**config.mk**
```make
export PLATFORM = sky130hd
export DESIGN_NAME = hazard_forward_unit
export DESIGN_NICKNAME = d
export VERILOG_FILES = /design/src/rtl/hazard_forward_unit.sv
export SDC_FILE = /design/constraint.sdc
export NUM_CORES = 1
export LEC_CHECK = 0
export ABC_AREA = 1
export BUFFER_PORTS_ARGS = -buffer_cell sky130_fd_sc_hd__buf_2
export CAP_MARGIN = 10
export CORE_MARGIN = 4
export CORE_UTILIZATION = 60
export CTS_CLUSTER_DIAMETER = 100
export DETAILED_ROUTE_END_ITERATION = 12
export PLACE_DENSITY = 0.83
export SKIP_CTS_REPAIR_TIMING = 1
export SLEW_MARGIN = 20
export SYNTH_ARGS = -nofsm -noshare
export SYNTH_HDL_FRONTEND = slang
export SYNTH_SLANG_ARGS = --single-unit
```
**constraint.sdc**
```tcl
create_clock -name clk -period 3.4 [get_ports clk]
set_input_delay 0.68 -clock clk [delete_from_list [all_inputs] [get_ports clk]]
set_output_delay 0.68 -clock clk [all_outputs]
set_load 0.1 [all_outputs]
```
**src/rtl/hazard_forward_unit.sv**
```systemverilog
// -----------------------------------------------------------------------------
// hazard_forward_unit
//
// Hazard detection and operand forwarding control for a 5-stage pipeline.
// The unit keeps a shadow copy of the register-write metadata for the EX, MEM
// and WB stages. From that copy it detects load-use hazards against the
// instruction in decode, and it selects forwarding sources for the EX operands.
//
// Ports:
//   clk, reset                 rising-edge clock, asynchronous active-low reset
//   rs_dec, rt_dec, rd_dec     register specifiers of the instruction in decode
//   uses_rs_dec, uses_rt_dec   decode instruction reads rs / rt
//   RegDest_dec                1: destination is rd_dec, 0: destination is rt_dec
//   RegWrite_dec               decode instruction writes the register file
//   MemToReg_dec               decode instruction is a load
//   branch_taken_ex            branch resolved taken in EX this cycle
//   stall_dec                  hold PC and IF/ID, bubble ID/EX (load-use)
//   flush_dec                  zero IF/ID and ID/EX (taken branch)
//   forwardA_ex, forwardB_ex   operand selects: 00 regfile, 10 MEM, 01 WB
//   stall_count, flush_count   saturating event counters
// -----------------------------------------------------------------------------
module hazard_forward_unit #(
    parameter int REG_W = 5,
    parameter int CNT_W = 16
) (
    input  logic             clk,
    input  logic             reset,
    input  logic [REG_W-1:0] rs_dec,
    input  logic [REG_W-1:0] rt_dec,
    input  logic [REG_W-1:0] rd_dec,
    input  logic             uses_rs_dec,
    input  logic             uses_rt_dec,
    input  logic             RegDest_dec,
    input  logic             RegWrite_dec,
    input  logic             MemToReg_dec,
    input  logic             branch_taken_ex,
    output logic             stall_dec,
    output logic             flush_dec,
    output logic [1:0]       forwardA_ex,
    output logic [1:0]       forwardB_ex,
    output logic [CNT_W-1:0] stall_count,
    output logic [CNT_W-1:0] flush_count
);

    localparam logic [1:0] FWD_REG = 2'b00;
    localparam logic [1:0] FWD_MEM = 2'b10;
    localparam logic [1:0] FWD_WB  = 2'b01;

    // Register-write metadata carried by every shadow stage.
    typedef struct packed {
        logic             valid;
        logic             regwrite;
        logic             memtoreg;
        logic [REG_W-1:0] dest;
    } wr_meta_t;

    // The EX entry also remembers which sources the instruction reads.
    typedef struct packed {
        wr_meta_t         meta;
        logic [REG_W-1:0] rs;
        logic [REG_W-1:0] rt;
        logic             uses_rs;
        logic             uses_rt;
    } ex_entry_t;

    ex_entry_t ex_q;
    ex_entry_t ex_d;
    wr_meta_t  mem_q;
    wr_meta_t  wb_q;

    logic [REG_W-1:0] dest_dec;
    logic             load_use;

    // Register 0 is hard-wired, so a write to it is never a hazard or a source.
    function automatic logic is_writing(input wr_meta_t m);
        return m.valid & m.regwrite & (m.dest != '0);
    endfunction

    // MEM wins over WB because it holds the younger producer. A load sitting
    // in MEM has no data yet; the load-use stall keeps that case out of EX.
    function automatic logic [1:0] fwd_sel(input logic             ex_valid,
                                           input logic [REG_W-1:0] src,
                                           input logic             uses_src,
                                           input wr_meta_t         mem,
                                           input wr_meta_t         wb);
        if (!ex_valid)
            return FWD_REG;
        if (is_writing(mem) && !mem.memtoreg && uses_src && (mem.dest == src))
            return FWD_MEM;
        if (is_writing(wb) && (wb.dest == src))
            return FWD_WB;
        return FWD_REG;
    endfunction

    // ------------------------------------------------------------------------
    // Hazard detection and the next EX entry
    // ------------------------------------------------------------------------
    always_comb begin
        // NOTE: every signal assigned here gets a default first, so no path
        // leaves one unassigned and no latch is inferred.
        dest_dec = RegDest_dec ? rd_dec : rt_dec;

        load_use = is_writing(ex_q.meta) & ex_q.meta.memtoreg &
                   ((uses_rs_dec & (ex_q.meta.dest == rs_dec)) |
                    (uses_rt_dec & (ex_q.meta.dest == rt_dec)));

        // NOTE: flush comes straight from an input, so it is masked by reset
        // here; the stall needs no mask because ex_q is already cleared.
        flush_dec = branch_taken_ex & reset;
        // A taken branch discards the consumer anyway, so flush beats stall.
        stall_dec = load_use & ~branch_taken_ex;

        ex_d = '0;
        if (!(stall_dec || flush_dec)) begin
            ex_d.meta.valid    = 1'b1;
            ex_d.meta.regwrite = RegWrite_dec;
            ex_d.meta.memtoreg = MemToReg_dec;
            ex_d.meta.dest     = dest_dec;
            ex_d.rs            = rs_dec;
            ex_d.rt            = rt_dec;
            ex_d.uses_rs       = uses_rs_dec;
            ex_d.uses_rt       = uses_rt_dec;
        end
    end

    // ------------------------------------------------------------------------
    // Forwarding selects for the instruction currently in EX
    // ------------------------------------------------------------------------
    always_comb begin
        forwardA_ex = fwd_sel(ex_q.meta.valid, ex_q.rs, ex_q.uses_rs, mem_q, wb_q);
        forwardB_ex = fwd_sel(ex_q.meta.valid, ex_q.rt, ex_q.uses_rt, mem_q, wb_q);
    end

    // ------------------------------------------------------------------------
    // Shadow pipeline and saturating counters
    // ------------------------------------------------------------------------
    always_ff @(posedge clk or negedge reset) begin
        if (!reset) begin
            ex_q        <= '0;
            mem_q       <= '0;
            wb_q        <= '0;
            stall_count <= '0;
            flush_count <= '0;
        end else begin
            // NOTE: non-blocking assignments let MEM take the old EX value and
            // WB the old MEM value within the same edge.
            ex_q  <= ex_d;
            mem_q <= ex_q.meta;
            wb_q  <= mem_q;

            if (stall_dec && (stall_count != '1))
                stall_count <= stall_count + CNT_W'(1);
            if (flush_dec && (flush_count != '1))
                flush_count <= flush_count + CNT_W'(1);
        end
    end

endmodule

```
==> impl_metrics.ini, run 1 <==
[critical_path]
cpMostUsedCell = nand2_1
cp_max_fo = 18
end_kind = primary output
critPathRequiredTime_ns = 2.72
crit_arrival_ns = 2.13
cp_cell_sequence = inv_2 -> nand2_1 -> nand2_1 -> nor2_1 -> nand3_1 -> nand2_2 -> nand2_1 -> inv_1 -> buf_2
cp-start-kind = flip-flop
cp_slowest_stage_delay_ns = 0.45
crit_path_top_delay_cell = dfrtp_1
crit_type = reg2out

[floorplan]
die_area_sq_um = 7230
die_w_microns = 85.0
coreArea_sq_um = 5640
die_y_microns = 85.0
start_util = 0.631
rows = 27
ioPinCount = 61

[yosys]
ys_seq_area_frac = 0.471
yosysUniqueCellTypes = 27
syn_nets = 481
synth_ff_type = dfrtp_1
synthArstFlopShare = 1.00
synth_edf_count = 0
syn_inst = 456
synth_warnings = 0
synth.avg_cell_area_sq_um = 7.81
yosys_register_bits = 67
syn_area_sq_um = 3560

[grt]
overflow = 0
first_global_vias = 3109
grt_pass1_wl_mm = 14.0
grt_max_degree = 68
track_usage = 0.245
antenna_found_initial = 0

[layout]
stdcell_count = 597
nFillCells = 472
fin_nets = 545
syn2layout_area_growth_pct = 15.1
antennaDiodeCount = 0
drive_above_1_share = 0.185
finalInstanceArea_sq_um = 4100

[timing]
fmax_mhz = 355
hold_viol = 0
timing.final.crit_period_ns = 2.81
tns_ns = 0
worstMarginPinSlew_ns = 0.823
rsz0062_at_grt = no
finalSetupViolations = 0
slew_violations = 0
fin_worst_skew_ns = 0.0109
layout_worst_path_cycle_share = 0.828
relSlewSlack = 0.452
setup_ws_ns = 0.586

[clocking]
clockRootBuffer = clkbuf_8
clock_latency_ns = 0.35
numCtsBuffers = 9
cts_buffer_depth = 2
cts.sinks = 67
cts_tree = done
htreeDepth = 3
clk_pin_slew_ns = 0.08

[placement]
placed_area_sq_um = 3930
placed_cells = 581
post-place-ws_ns = 0.632
gp_congestion = 0.906
io_buffers = 60
hpwl_mm = 6.03

[power]
p_leak_nw = 2.14
power.total_mw = 1.99
p_per_area_nw_per_um2 = 486
ir_drop_v = 0.000695

[routing]
first_iter_violations = 169
vias_per_cell = 5.37
ant_nets = 0
firstDrtPassIters = 5
vias = 3208
drc = 0
wl_mm = 8.14
routedWlPerCell_microns = 13.6

[job]
drv_cap = 0

[min_path]
worstHoldPathType = reg2reg

[outcome]
status = finished, final reports clean
## through the flow
step	hold WS, ns	utilization
6_report	0.371	0.726
5_1_grt	0.384	0.726
4_1_cts	0.375	0.726
3_5_place_dp	0.358	0.696
3_3_place_gp	0.354	0.696
2_1_floorplan	0.346	-
## area by class of cell
class / instances / area [sq um] / area share
flip-flops and latches: 67 / 1680 / 0.409
multi-input cells: 330 / 1640 / 0.401
repair buffers: 62 / 330 / 0.0806
inverters: 50 / 188 / 0.0458
clock buffers: 10 / 128 / 0.0311
well taps: 72 / 90.1 / 0.0220
clock inverters: 6 / 42.5 / 0.0104
## placed cells by master, fill, tap and decap left out, types with 3 or more instances in the layout
cell,synthesis,final
nand2_1,143,143
dfrtp_1,67,67
nor2_1,62,62
buf_2,3,59
inv_1,41,41
nand4_1,28,28
nand3_1,21,21
xnor2_1,19,19
xor2_1,14,14
inv_2,9,9
clkbuf_8,0,9
nor3_1,10,8
a21oi_1,7,7
o21ai_0,6,6
o21ai_1,5,5
clkinvlp_4,0,5
nor3_2,2,4
nand3b_1,3,3
## cell usage after synthesis, types with 2 or more instances
cell type / instances / area share
inv_1: 41 / 0.043
nand4_1: 28 / 0.049
nor2_1: 62 / 0.065
nand3b_1: 3 / 0.0063
nor3_1: 10 / 0.014
nand3_1: 21 / 0.030
inv_2: 9 / 0.0095
ha_1: 2 / 0.0070
buf_4: 3 / 0.0063
o21ai_1: 5 / 0.0070
nand2_2: 2 / 0.0035
o21ai_0: 6 / 0.0084
xnor2_1: 19 / 0.047
nor3_2: 2 / 0.0056
buf_2: 3 / 0.0042
nand2_1: 143 / 0.15
dfrtp_1: 67 / 0.47
xor2_1: 14 / 0.034
a21oi_1: 7 / 0.0098
buf_6: 2 / 0.0063
## path summary, 6_finish.rpt
check                                   startpoint                          end  slack, ns  cells past startpoint
min in group asynchronous                    reset           mem_q[5]$_DFF_PN0_       0.55                      2
worst max register to register  ex_q[14]$_DFF_PN0_           ex_q[11]$_DFF_PN0_       1.30                      9
worst max-delay path            ex_q[14]$_DFF_PN0_                    stall_dec       0.59                      9
worst min register to register  ex_q[17]$_DFF_PN0_           mem_q[5]$_DFF_PN0_       0.37                      0
worst min-delay path            ex_q[17]$_DFF_PN0_           mem_q[5]$_DFF_PN0_       0.37                      0
max in group asynchronous                    reset  stall_count[10]$_DFFE_PN0P_       2.33                      2
## critical path: cells and delay by family (launching register included)
family                 cells  cell delay [ns]
and+or+nand+nor            6             0.78
buffers and inverters      3             0.55
DFF                        1             0.45
## report_power, final
part	switching, mW	internal (mW)
Sequential	0.0692	0.857
Combinational	0.376	0.110
Clock	0.316	0.262
Total	0.760	1.23
## registers in the layout, indices dropped and copies added (netlist names)
name	cells
ex_q	20
flush_count	16
mem_q	8
stall_count	16
wb_q	7
## cells by family (layout without fill, tap and decap cells)
group	count (synthesis)	in the layout	synth area share
buffers and inverters	59	128	0.0706
and+or+nand+nor	277	277	0.345
adders and majority gates	2	2	0.00703
AOI/OAI and AO/OA	18	18	0.0253
DFF	67	67	0.471
xor gates and xnor gates	33	33	0.0812
## per-layer routing
| metal | track usage | vias to the layer above | routed length [microns] |
|---|---|---|---|
| li1 | - | 1572 | - |
| met1 | 0.294 | 1516 | 3350 |
| met2 | 0.411 | 99 | 4130 |
| met3 | 0.0408 | 21 | 412 |
| met4 | 0.145 | 0 | 246 |
| met5 | 0 | - | 0 |
(Power assumes the default switching activity.)
==> run 2, diff against run 1 <==
--- a/config.mk
+++ b/config.mk
@@ -9,10 +9,10 @@
 export BUFFER_PORTS_ARGS = -buffer_cell sky130_fd_sc_hd__buf_2
 export CAP_MARGIN = 10
 export CORE_MARGIN = 4
-export CORE_UTILIZATION = 60
+export CORE_UTILIZATION = 56
 export CTS_CLUSTER_DIAMETER = 100
 export DETAILED_ROUTE_END_ITERATION = 12
-export PLACE_DENSITY = 0.83
+export PLACE_DENSITY = 0.79
 export SKIP_CTS_REPAIR_TIMING = 1
 export SLEW_MARGIN = 20
 export SYNTH_ARGS = -nofsm -noshare
==> constraint.sdc (replaced) <==
create_clock -name clk -period 2.6 [get_ports clk]
set_input_delay 0.52 -clock clk [delete_from_list [all_inputs] [get_ports clk]]
set_output_delay 0.52 -clock clk [all_outputs]
set_load 0.1 [all_outputs]
==> impl_metrics.ini, run 2 (synthesized netlist as in run 1, its figures left out) <==
[layout]
drive_above_1_share = 0.192
antennaDiodeCount = 0
stdcell_count = 601
top_register = ex_q
nFillCells = 510
final_common_cell = nand2_1
seq_area_sq_um = 1680
final_cell_mix = 143 x nand2_1, 67 x dfrtp_1, 60 x nor2_1
largest_reg_flops = 20
reg_top3 = ex_q x20, flush_count x16, stall_count x16
fin_nets = 546
multi_input_comb_area_sq_um = 1650
syn2layout_area_growth_pct = 17.5

[floorplan]
ioPinCount = 61
die_w_microns = 87.7
die_y_microns = 87.7
start_util = 0.588
coreArea_sq_um = 6060
die_area_sq_um = 7700
rows = 28

[routing]
wl_mm = 8.18
first_iter_violations = 261
vias_per_cell = 5.20
routedWlPerCell_microns = 13.6
vias = 3124
drc = 0
wl_met3_microns = 298
wl_met1_mm = 3.68
ant_nets = 0
wl_met2_mm = 4.00
top_layer = met4
firstDrtPassIters = 4

[grt]
overflow = 0
grt_max_degree = 68
antenna_found_initial = 0
grt_pass1_wl_mm = 14.4
track_usage = 0.236
first_global_vias = 3192

[min_path]
min_to = mem_q[6]$_DFF_PN0_
hp-start = ex_q[18]$_DFF_PN0_
whs_path_depth = 0
worstHoldPathType = reg2reg

[clocking]
numCtsBuffers = 9
htreeDepth = 3
cts_buffer_depth = 2
clockRootBuffer = clkbuf_8
clk_pin_slew_ns = 0.08
cts_tree = done
clock_latency_ns = 0.33
cts.sinks = 67

[timing]
hold_viol = 0
rsz0062_at_grt = no
timing.final.crit_period_ns = 2.42
relSlewSlack = 0.450
finalSetupViolations = 0
slew_violations = 0
fmax_mhz = 414
layout_worst_path_cycle_share = 0.929
tns_ns = 0
worstMarginPinSlew_ns = 0.825
fin_worst_skew_ns = 0.0121

[critical_path]
r2r_cells = 8
reg2reg_from = flush_count[0]$_DFFE_PN0P_
crit_arrival_ns = 1.90
crit_type = reg2out
end_kind = primary output
critPathRequiredTime_ns = 2.08
cp_max_fo = 3
reg2reg_slack_ns = 0.77
rr_endpoint = flush_count[5]$_DFFE_PN0P_
cp-start-kind = flip-flop

[placement]
placed_cells = 585
gp_congestion = 0.934
hpwl_mm = 5.98
io_buffers = 60

[power]
p_leak_nw = 2.19
ir_drop_v = 0.000424
p_per_area_nw_per_um2 = 676

[outcome]
status = finished, final reports clean

[job]
drv_cap = 0
==> run 2: changes by cell type in the layout (fill, tap and decap cells not counted), sizes merged <==
| cell | before | now |
|---|---|---|
| buf | 62 | 63 |
| bufinv | 0 | 2 |
| clkinv | 1 | 2 |
| clkinvlp | 5 | 2 |
==> run 2: cell type report <==
type                       instances  area share
clock inverter                     6      0.0212
multi-input combinational        330       0.394
sequential                        67       0.401
tap                               75      0.0224
clock buffer                      10      0.0329
inverter                          50      0.0448
timing repair buffer              63      0.0843
==> run 2: per-stage QoR <==
stage / hold WS, ns / total power [mW] / setup WS [ns] / utilization / instance area, sq um
global placement: 0.355 / 1.87 / 0.622 / 0.653 / 3960
detailed placement: 0.357 / 1.88 / 0.568 / 0.653 / 3960
finish: 0.368 / 2.83 / 0.184 / 0.691 / 4190
floorplan: 0.224 / 1.72 / 0.125 / - / 3580
global route: 0.382 / 2.96 / 0.0807 / 0.691 / 4190
CTS: 0.369 / 2.85 / 0.192 / 0.691 / 4190
==> run 2: layer usage <==
layer  global-route usage  vias to the layer above
met5                    0                        -
met4                0.107                        0
met3               0.0320                       21
met2                0.397                       80
met1                0.303                     1451
li1                     -                     1572
==> run 2: power breakdown <==
part | switching, mW | total [mW] | internal, mW
Sequential | 0.0967 | 1.22 | 1.12
Combinational | 0.493 | 0.638 | 0.144
Clock | 0.408 | 0.974 | 0.566
==> run 2: worst max path at each step <==
stage | start | to | slack, ns
after detailed placement | wb_q[2]$_DFF_PN0_ | forwardA_ex[0] | 0.57
after global placement | rt_dec[4] | ex_q[4]$_DFF_PN0_ | 0.62
after global routing | wb_q[4]$_DFF_PN0_ | forwardA_ex[0] | 0.08
after CTS | wb_q[2]$_DFF_PN0_ | forwardA_ex[0] | 0.19
final | wb_q[2]$_DFF_PN0_ | forwardA_ex[0] | 0.18
after floorplan | mem_q[3]$_DFF_PN0_ | forwardA_ex[1] | 0.12
==> run 2: critical path, stage by stage (launching register included) <==
cell and delay (ns):
dfrtp_1 0.43, xor2_1 0.18, nor3_1 0.24, nand4_1 0.16, nor2_2 0.11, buf_2 0.43
